<file path="config.mk">
export PLATFORM = sky130hd
export DESIGN_NAME = seg7_scan_driver
export DESIGN_NICKNAME = d
export VERILOG_FILES = /design/src/rtl/seg7_scan_driver.sv
export SDC_FILE = /design/constraint.sdc
export NUM_CORES = 1
export LEC_CHECK = 0
export CAP_MARGIN = 20
export CORE_UTILIZATION = 27
export DETAILED_ROUTE_END_ITERATION = 10
export PLACE_DENSITY = 0.51
export SYNTH_ARGS = -nofsm -noshare
export SYNTH_HDL_FRONTEND = slang
export SYNTH_SLANG_ARGS = --single-unit
</file>
<file path="constraint.sdc">
create_clock -name clk -period 3.2 [get_ports clk]
set_clock_uncertainty 0.05 [all_clocks]
set_input_delay 0.64 -clock clk [delete_from_list [all_inputs] [get_ports clk]]
set_output_delay 0.64 -clock clk [all_outputs]
set_load 0.01 [all_outputs]
</file>
<file path="src/rtl/seg7_scan_driver.sv">
// seg7_scan_driver: time-multiplexed 7-segment scanner with a double-buffered digit register.
// Optional feature macro: SEG7_LEADING_ZERO_BLANK_EN (blank zero digits above the highest nonzero one).
module seg7_scan_driver #(
    parameter int unsigned NUM_DIGITS  = 4,
    parameter int unsigned REFRESH_DIV = 50000,
    parameter int unsigned HEX_MODE    = 1
) (
    input  logic                    clk,
    input  logic                    rst_n,
    input  logic                    enable,
    input  logic                    load,
    input  logic [4*NUM_DIGITS-1:0] digits_in,
    input  logic [NUM_DIGITS-1:0]   dp_in,
    output logic [7:0]              seg_out,
    output logic [NUM_DIGITS-1:0]   an_out,
    output logic                    frame_done
);

    localparam int unsigned CNT_W  = (REFRESH_DIV > 2) ? $clog2(REFRESH_DIV) : 1;
    localparam int unsigned IDX_W  = (NUM_DIGITS > 1) ? $clog2(NUM_DIGITS) : 1;
    localparam int unsigned DATA_W = 4 * NUM_DIGITS;

    logic [CNT_W-1:0]      cnt_q;
    logic [IDX_W-1:0]      idx_q;
    logic [DATA_W-1:0]     disp_q;
    logic [NUM_DIGITS-1:0] disp_dp_q;
    logic [DATA_W-1:0]     pend_q;
    logic [NUM_DIGITS-1:0] pend_dp_q;
    logic                  pend_flag_q;

    logic                  tick_c;
    logic                  wrap_c;
    logic [3:0]            nib_c;
    logic                  dp_c;
    logic                  blank_c;
    logic [6:0]            glyph_c;

    // Digit code to active-low g..a pattern; codes above 9 blank when hex glyphs are off.
    function automatic logic [6:0] glyph(input logic [3:0] code);
        logic [6:0] g;
        case (code)
            4'h0: g = 7'b1000000;
            4'h1: g = 7'b1111001;
            4'h2: g = 7'b0100100;
            4'h3: g = 7'b0110000;
            4'h4: g = 7'b0011001;
            4'h5: g = 7'b0010010;
            4'h6: g = 7'b0000010;
            4'h7: g = 7'b1111000;
            4'h8: g = 7'b0000000;
            4'h9: g = 7'b0010000;
            4'hA: g = 7'b0001000;
            4'hB: g = 7'b0000011;
            4'hC: g = 7'b1000110;
            4'hD: g = 7'b0100001;
            4'hE: g = 7'b0000110;
            default: g = 7'b0001110;
        endcase
        if (HEX_MODE == 0 && code > 4'd9) begin
            g = 7'b1111111;
        end
        return g;
    endfunction

    // Prescaler tick and frame-wrap detection; both are gated by enable so a frozen scan never advances.
    always_comb begin
        tick_c = enable && (cnt_q == CNT_W'(REFRESH_DIV - 1));
        wrap_c = tick_c && (idx_q == IDX_W'(NUM_DIGITS - 1));
    end

    // Selected digit decode, including optional leading-zero suppression.
    always_comb begin
        nib_c   = disp_q[{idx_q, 2'b00} +: 4];
        dp_c    = disp_dp_q[idx_q];
        blank_c = 1'b0;
`ifdef SEG7_LEADING_ZERO_BLANK_EN
        blank_c = (idx_q != '0) && ((disp_q >> {idx_q, 2'b00}) == '0);
`else
        blank_c = 1'b0;
`endif
        glyph_c = blank_c ? 7'b1111111 : glyph(nib_c);
    end

    // Scan position state: prescaler and digit index advance only while enabled.
    always_ff @(posedge clk or negedge rst_n) begin
        if (!rst_n) begin
            cnt_q <= '0;
            idx_q <= '0;
        end else if (enable) begin
            if (tick_c) begin
                cnt_q <= '0;
                idx_q <= wrap_c ? '0 : idx_q + IDX_W'(1);
            end else begin
                cnt_q <= cnt_q + CNT_W'(1);
            end
        end
    end

    // Double buffer: loads land in pending; the display copies pending only at a frame wrap.
    always_ff @(posedge clk or negedge rst_n) begin
        if (!rst_n) begin
            disp_q      <= '0;
            disp_dp_q   <= '0;
            pend_q      <= '0;
            pend_dp_q   <= '0;
            pend_flag_q <= 1'b0;
        end else begin
            if (wrap_c && pend_flag_q) begin
                disp_q    <= pend_q;
                disp_dp_q <= pend_dp_q;
            end
            if (load) begin
                pend_q      <= digits_in;
                pend_dp_q   <= dp_in;
                pend_flag_q <= 1'b1;
            end else if (wrap_c) begin
                pend_flag_q <= 1'b0;
            end
        end
    end

    // Registered display drive; everything blanks while scanning is frozen.
    always_ff @(posedge clk or negedge rst_n) begin
        if (!rst_n) begin
            seg_out    <= 8'hFF;
            an_out     <= '1;
            frame_done <= 1'b0;
        end else if (enable) begin
            seg_out    <= {~dp_c, glyph_c};
            an_out     <= ~(NUM_DIGITS'(1) << idx_q);
            frame_done <= wrap_c;
        end else begin
            seg_out    <= 8'hFF;
            an_out     <= '1;
            frame_done <= 1'b0;
        end
    end

endmodule

</file>
==> metrics.md, run 1 <==
| Metric | Value |
|---|---|
| Core ar. | 11500 sq um |
| H-tree depth | 3 |
| Setup Crit Path Kind | input pin to flip-flop |
| Reg2Reg Capture Point | seg_out[3] |
| R2R Setup Slk | 1.02 ns |
| Crit path max fanout | 20 |
| P_sw | 496 uW |
| Number of synthesized flops with an enable pin | 0 |
| HPWL after detailed placement | 3.98 mm |
| RSZ-0062 raised after global routing | no |
| Failing checks | design-rule violations |
| Drt first-iter violations | 82 |
| Clock sinks | 72 |
| Die height | 111 um |
| Clock root cell | clkbuf_16 |
| Initial antenna violation count | 0 |
| Hold WC Path Type | input pin to asynchronous set/reset pin |
| Share of the synthesized area in the top cell type | 46.5% |
| Post-Synthesis Cells | 242 |
| Vias post-DR | 1922 |
| Reg clk slew, reported paths | 0.06 ns |
| Power per cell area | 566 nW/um^2 |
| Sequential fraction of the synthesis area | 56.3% |
| Initial Util | 28.0% |
| Crit end category | flip-flop |
| Syn_nets | 277 |
| Nets@finish | 315 |
| Worst Max-Slew Pin Slew | 0.935 ns |
| Sequential power share | 46.2% |
| Fraction of power consumed by combinational cells | 7.7% |
| Gpl congestion | 0.748 |
| Crit-path cells | clkdlybuf4s50_1 -> and4_1 -> and4_1 -> and3_4 -> mux2_1 |
| Sw frac | 21.7% |
| Total GRT Usage | 10.3% |
| Vias in the first global route | 1898 |
| First-pass GRT wire length | 9.82 mm |
| Worst VDD drop | 0.000267 V |
| Setup-failing EPs final | 0 |
| Max-slew violations | 0 |
| Seq cells post-synth | 72 |
| Drt wl/cell | 13.5 um |
| Worst r2r src | idx_q[0] |
| Outcome | finished, violations left |
| Max frequency | 0.422 GHz |
| Fin crit share | 74.0% |
| CTS Hold Bufs | 0 |
| Vias per inst | 4.49 |
| Startpoint types | input pin |
| CP endpoint | disp_q[6] |
| Required @ worst endpoint | 3.36 ns |
| Pre-antenna DRT Iters | 7 |
| Die W | 111 um |
| P_int | 1.79 mW |
| Syn avg cell area | 13.3 sq um |
| Pin count of the biggest net entering global routing | 41 |
| Overall routed net length | 5.78 mm |
| TritonCTS Buffers | 9 |
| Cts repair resizes | 0 |
| Critical Path Most Common Cell | and4_1 |
| Leak | 1.79 nW |
| Ys Warns | 0 |
| Port bufs | 36 |
| Synth cell types | 37 |
| Async SR Flop Fraction | 100% |
| CTS max path bufs | 2 |
| Top_reg_cell synth | dfrtp_1 |
| Post-layout min period | 2.37 ns |
| CTS tree | built |
| Critical path origin | enable |
| DRC errors left | 4 |
| Number of instances in the placed design | 412 |
| Max-cap violations | 0 |
| Area grow syn2layout | 25.2% |
| Share of cells above drive strength 1 | 20.4% |
| Layout Cells excl Fill | 428 |
| Skew-Pair Late Insertion Delay | 0.33 ns |
| Critical-path top delay cell | clkdlybuf4s50_1 |
| Final setup TNS | 0 ns |
| Post-CTS setup buffer count | 0 |
| Mapped Area | 3230 sq um |
| Rows | 39 |
| # diodes | 0 |
| Post-layout util | 35.1% |
| CP max stage delay | 0.48 ns |
| Antenna viol nets, final | 0 |
| Synth area leader | dfrtp_1 |
| Worst R2R Path Depth | 6 |
| Die ar. | 12400 sq um |
| Top cells by area, synth | dfrtp_1 (47%), dfstp_2 (9.8%), mux2_2 (8.0%), mux2_1 (7.3%), ha_1 (4.3%) |
| Grt total ovfl | 0 |
| Slew margin rel. | 37.5% |
| Clock Power Share | 46.0% |
| Critical Path AT | 2.52 ns |
| I/O pins | 37 |
| Final number of hold-violating endpoints | 0 |
power groups by stage:
stage	combinational, mW	sequential (mW)	clock (mW)
after floorplan	0.117	1.05	0
after global placement	0.178	1.07	0
after detailed placement	0.181	1.07	0
after CTS	0.181	1.06	1.09
after global routing	0.201	1.07	1.13
final	0.177	1.06	1.05
final cells by class:
cell class / instances / area [sq um]
timing repair buffer: 39 / 390
clock buffer: 13 / 250
tap: 143 / 179
inverter: 7 / 26.3
sequential: 72 / 1820
clock inverter: 3 / 65.1
multi-input combinational: 151 / 1310
fill: 1133 / 7480
metrics by stage:
| step | area, sq um | setup WS, ns | hold WS (ns) | power (mW) |
|---|---|---|---|---|
| after global placement | 3720 | 0.500 | 0.414 | 1.25 |
| final | 4040 | 0.833 | 0.350 | 2.29 |
| after detailed placement | 3720 | 0.466 | 0.421 | 1.25 |
| after floorplan | 3230 | 1.21 | 0.294 | 1.16 |
| after global routing | 4040 | 0.720 | 0.411 | 2.40 |
| after CTS | 4040 | 0.817 | 0.372 | 2.32 |
Yosys cell counts, types with 2 or more instances:
library cell,n
a21oi_1,2
and3_1,4
and4_1,4
buf_2,4
buf_6,3
clkbuf_1,4
dfrtp_1,60
dfstp_2,12
ha_1,11
inv_1,7
mux2_1,21
mux2_2,23
mux2i_1,3
mux4_2,5
nand2_1,18
nand2b_1,2
nand3_1,7
nand4_1,6
nor2_1,10
nor4b_1,2
nor4bb_1,2
o211ai_1,3
o21ai_0,3
o21ai_1,2
o311ai_1,2
xnor2_1,6
xor2_1,6
per-layer routing:
layer	routed length, um	GRT usage [%]
met4	73	4.05
met5	0	0
met1	2930	14.2
met3	270	3.61
met2	2510	14.7
how the worst min path moves through the flow:
stage,startpoint,to,slack [ns],depth (start not counted)
2_1_floorplan,rst_n,cnt_q[0],0.29,0
3_3_place_gp,disp_dp_q[1],disp_dp_q[1],0.41,1
3_5_place_dp,disp_q[10],disp_q[10],0.42,1
4_1_cts,rst_n,pend_q[2],0.37,1
5_1_grt,rst_n,pend_q[12],0.41,1
6_report,rst_n,pend_q[2],0.35,1
kinds of logic after synthesis:
family                     after synthesis  synth area share (%)
buffers and inverters                   19                  3.06
adders and majority gates               11                  4.27
and+or+nand+nor                         61                  10.4
AOI/OAI and AO/OA                       15                  2.95
DFF                                     72                  56.3
muxes                                   52                  19.8
xor gates and xnor gates                12                  3.26
critical path, delay by kind of cell:
family	cells	cell delay, ns
and+or+nand+nor	3	1.03
muxes	1	0.36
buffers and inverters	1	0.48
state kept, by name, summed over array words and instances, names as in the netlist:
register	count
pend_q	16
disp_q	16
idx_q	2
an_out	4
cnt_q	16
pend_flag_q	1
frame_done	1
seg_out	8
disp_dp_q	4
pend_dp_q	4
cells in the final DEF, fill, tap and decap left out, types with 2 or more instances in the layout:
master	n
a21oi_1	2
and3_1	4
and4_1	4
buf_4	2
bufinv_16	2
clkbuf_1	3
clkbuf_16	9
clkdlybuf4s50_1	35
dfrtp_1	60
dfstp_2	12
ha_1	11
inv_1	7
mux2_1	21
mux2_2	23
mux2i_1	3
mux4_2	5
nand2_1	18
nand2b_1	2
nand3_1	7
nand4_1	6
nor2_1	10
nor4b_1	2
nor4bb_1	2
o211ai_1	3
o21ai_0	3
o21ai_1	2
o311ai_1	2
xnor2_1	6
xor2_1	6
No activity file was read; power rests on OpenSTA's default activity.
==> run 2: changes to the inputs <==
==> constraint.sdc (replaced) <==
create_clock -name clk -period 2.3 [get_ports clk]
set_clock_uncertainty 0.05 [all_clocks]
set_input_delay 0.46 -clock clk [delete_from_list [all_inputs] [get_ports clk]]
set_output_delay 0.46 -clock clk [all_outputs]
set_load 0.01 [all_outputs]
==> run 2 against run 1 <==
Effect of this change:
- the flow still finishes with violations (design-rule violations)
- cell count up 1.6%
- global-route usage up 0.52 points
- critical path depth is 1 lower
- sequential cell count did not move
- die area stayed put
- worst hold slack got worse by 0.22 ns
- total power is 43% higher
- worst setup slack lost 0.64 ns
- critical path type is now flip-flop to flip-flop
- largest cell class unchanged
==> metrics.md, run 2 (synthesis gave the netlist of run 1 again) <==
| Metric | Value |
|---|---|
| Critical Path AT | 2.26 ns |
| Worst Max-Slew Pin Slew | 0.489 ns |
| Outcome | finished, violations left |
| Met2 Use GR | 16.5% |
| Gpl congestion | 0.748 |
| Top delay family on crit path | simple AND/OR/NAND/NOR gates |
| Met1 Resource Use GR | 14.3% |
| Slew margin rel. | 67.4% |
| Crit end category | flip-flop |
| Clock sinks | 72 |
| Place WS | -0.0451 ns |
| Failing checks | design-rule violations |
| Power per cell area | 795 nW/um^2 |
| Overall routed net length | 5.95 mm |
| P_sw | 696 uW |
| Core ar. | 11500 sq um |
| R2R Setup Slk | 0.20 ns |
| Max frequency | 0.475 GHz |
| Grt total ovfl | 0 |
| Reg2Reg Capture Point | disp_q[6] |
| Drt wl/cell | 13.7 um |
| Startpoint types | flip-flop |
| Nets@finish | 322 |
| Hold WC Path Type | input pin to asynchronous set/reset pin |
| Gr busiest metal | met2 |
| Share of cells above drive strength 1 | 22.6% |
| Critical-path top delay cell | nor4b_1 |
| Vias post-DR | 1976 |
| Leading cell type in the layout, fill and taps excluded | dfrtp_1 |
| Met3 usage | 3.83% |
| H-tree depth | 3 |
| Reg clk slew, reported paths | 0.06 ns |
| Vias per inst | 4.54 |
| TritonCTS Buffers | 9 |
| CTS tree | built |
| Crit path buffers/inverters | 0 |
| CTS Hold Bufs | 0 |
| Initial antenna violation count | 0 |
| Worst r2r src | cnt_q[11] |
| CTS max path bufs | 2 |
| Vias in the first global route | 2093 |
| Drt first-iter violations | 32 |
| Skew-Pair Late Insertion Delay | 0.33 ns |
| Post-layout util | 35.6% |
| Sw frac | 21.4% |
| First-pass GRT wire length | 10.4 mm |
| Crit path max fanout | 20 |
| Final number of hold-violating endpoints | 0 |
| Setup Crit Path Kind | flip-flop to flip-flop |
| Worst VDD drop | 0.000422 V |
| P_int | 2.56 mW |
| DRC errors left | 4 |
| Leak | 1.82 nW |
| Required @ worst endpoint | 2.45 ns |
| Largest registers | cnt_q x16, disp_q x16, pend_q x16 |
| CP max stage delay | 0.44 ns |
| Clock root cell | clkbuf_16 |
| Die height | 111 um |
| Pin count of the biggest net entering global routing | 40 |
| Area grow syn2layout | 27.0% |
| Port bufs | 36 |
| Setup-failing EPs final | 0 |
| Clock Power Share | 46.9% |
| Commonest non-fill, non-tap cells in the layout | dfrtp_1 (60), clkdlybuf4s50_1 (35), mux2_2 (23), mux2_1 (21), nand2_1 (18) |
| Die ar. | 12400 sq um |
| # diodes | 0 |
| I/O pins | 37 |
| Initial Util | 28.0% |
| Pre-antenna DRT Iters | 7 |
| Critical path origin | cnt_q[11] |
| RSZ-0062 raised after global routing | no |
| Post-CTS setup buffer count | 0 |
| Fin crit share | 91.5% |
| Total GRT Usage | 10.8% |
| Fraction of power consumed by combinational cells | 8.4% |
| HPWL after detailed placement | 4.13 mm |
| Cts repair resizes | 0 |
| Post-layout min period | 2.10 ns |
| Die W | 111 um |
| Max-cap violations | 0 |
| Final WS setup | 0.196 ns |
| Crit-path cells | nor4b_1 -> and4_1 -> and3_4 -> mux2_1 |
| Worst R2R Path Depth | 4 |
| Sequential power share | 44.7% |
| Rows | 39 |
| Max-slew violations | 0 |
| Antenna viol nets, final | 0 |
==> run 2: changes by cell type in the layout (fill, tap and decap cells not counted) <==
cell | previous run | this run
buf_4 | 2 | 10
buf_12 | 1 | 0
clkinv_2 | 1 | 0
clkbuf_1 | 3 | 2
clkbuf_8 | 1 | 3
==> run 2: worst max-delay path by stage <==
stage / to / slack, ns / cells after the start
after floorplan: seg_out[6] / 0.42 / 6
after global placement: disp_q[7] / -0.03 / 5
after detailed placement: disp_q[15] / -0.05 / 5
after CTS: disp_q[15] / 0.17 / 4
after global routing: seg_out[3] / 0.04 / 7
final: disp_q[6] / 0.20 / 4
==> run 2: area by class of cell <==
type | count | area [sq um]
Fill cell | 1166 | 7420
Sequential cell | 72 | 1820
Multi-Input combinational cell | 151 | 1310
Timing Repair Buffer | 46 | 430
Clock buffer | 14 | 274
Tap cell | 143 | 179
Clock inverter | 2 | 60.1
Inverter | 7 | 26.3
==> run 2: through the flow <==
stage | hold slack [ns] | instances | power (mW) | cell area, sq um | setup TNS [ns]
final | 0.131 | 435 | 3.26 | 4100 | 0
after global routing | 0.159 | 435 | 3.42 | 4100 | 0
after CTS | 0.139 | 435 | 3.30 | 4100 | 0
after detailed placement | 0.423 | 419 | 1.75 | 3760 | -0.657
after global placement | 0.416 | 419 | 1.75 | 3760 | -0.592
after floorplan | 0.114 | 242 | 1.62 | 3230 | 0
==> run 2: routing by layer <==
layer  vias up  wire length (um)  part of all wire [%]
met5         -                 0                     0
met4         0               100                   1.7
met3         9               223                   3.7
met2        38              2660                    45
met1       979              2970                    50
li1        950                 -                     -
==> run 2: power groups by stage <==
stage	combinational, mW	sequential, mW	clock, mW
floorplan	0.163	1.45	0
global placement	0.272	1.48	0
detailed placement	0.277	1.48	0
CTS	0.278	1.46	1.57
global route	0.314	1.47	1.63
finish	0.273	1.46	1.53
==> run 2: worst reg2reg max path, stage by stage, from the launching register on <==
cell and delay, ns:
dfrtp_1 0.41, nor4b_1 0.44, and4_1 0.31, and3_4 0.39, mux2_1 0.37
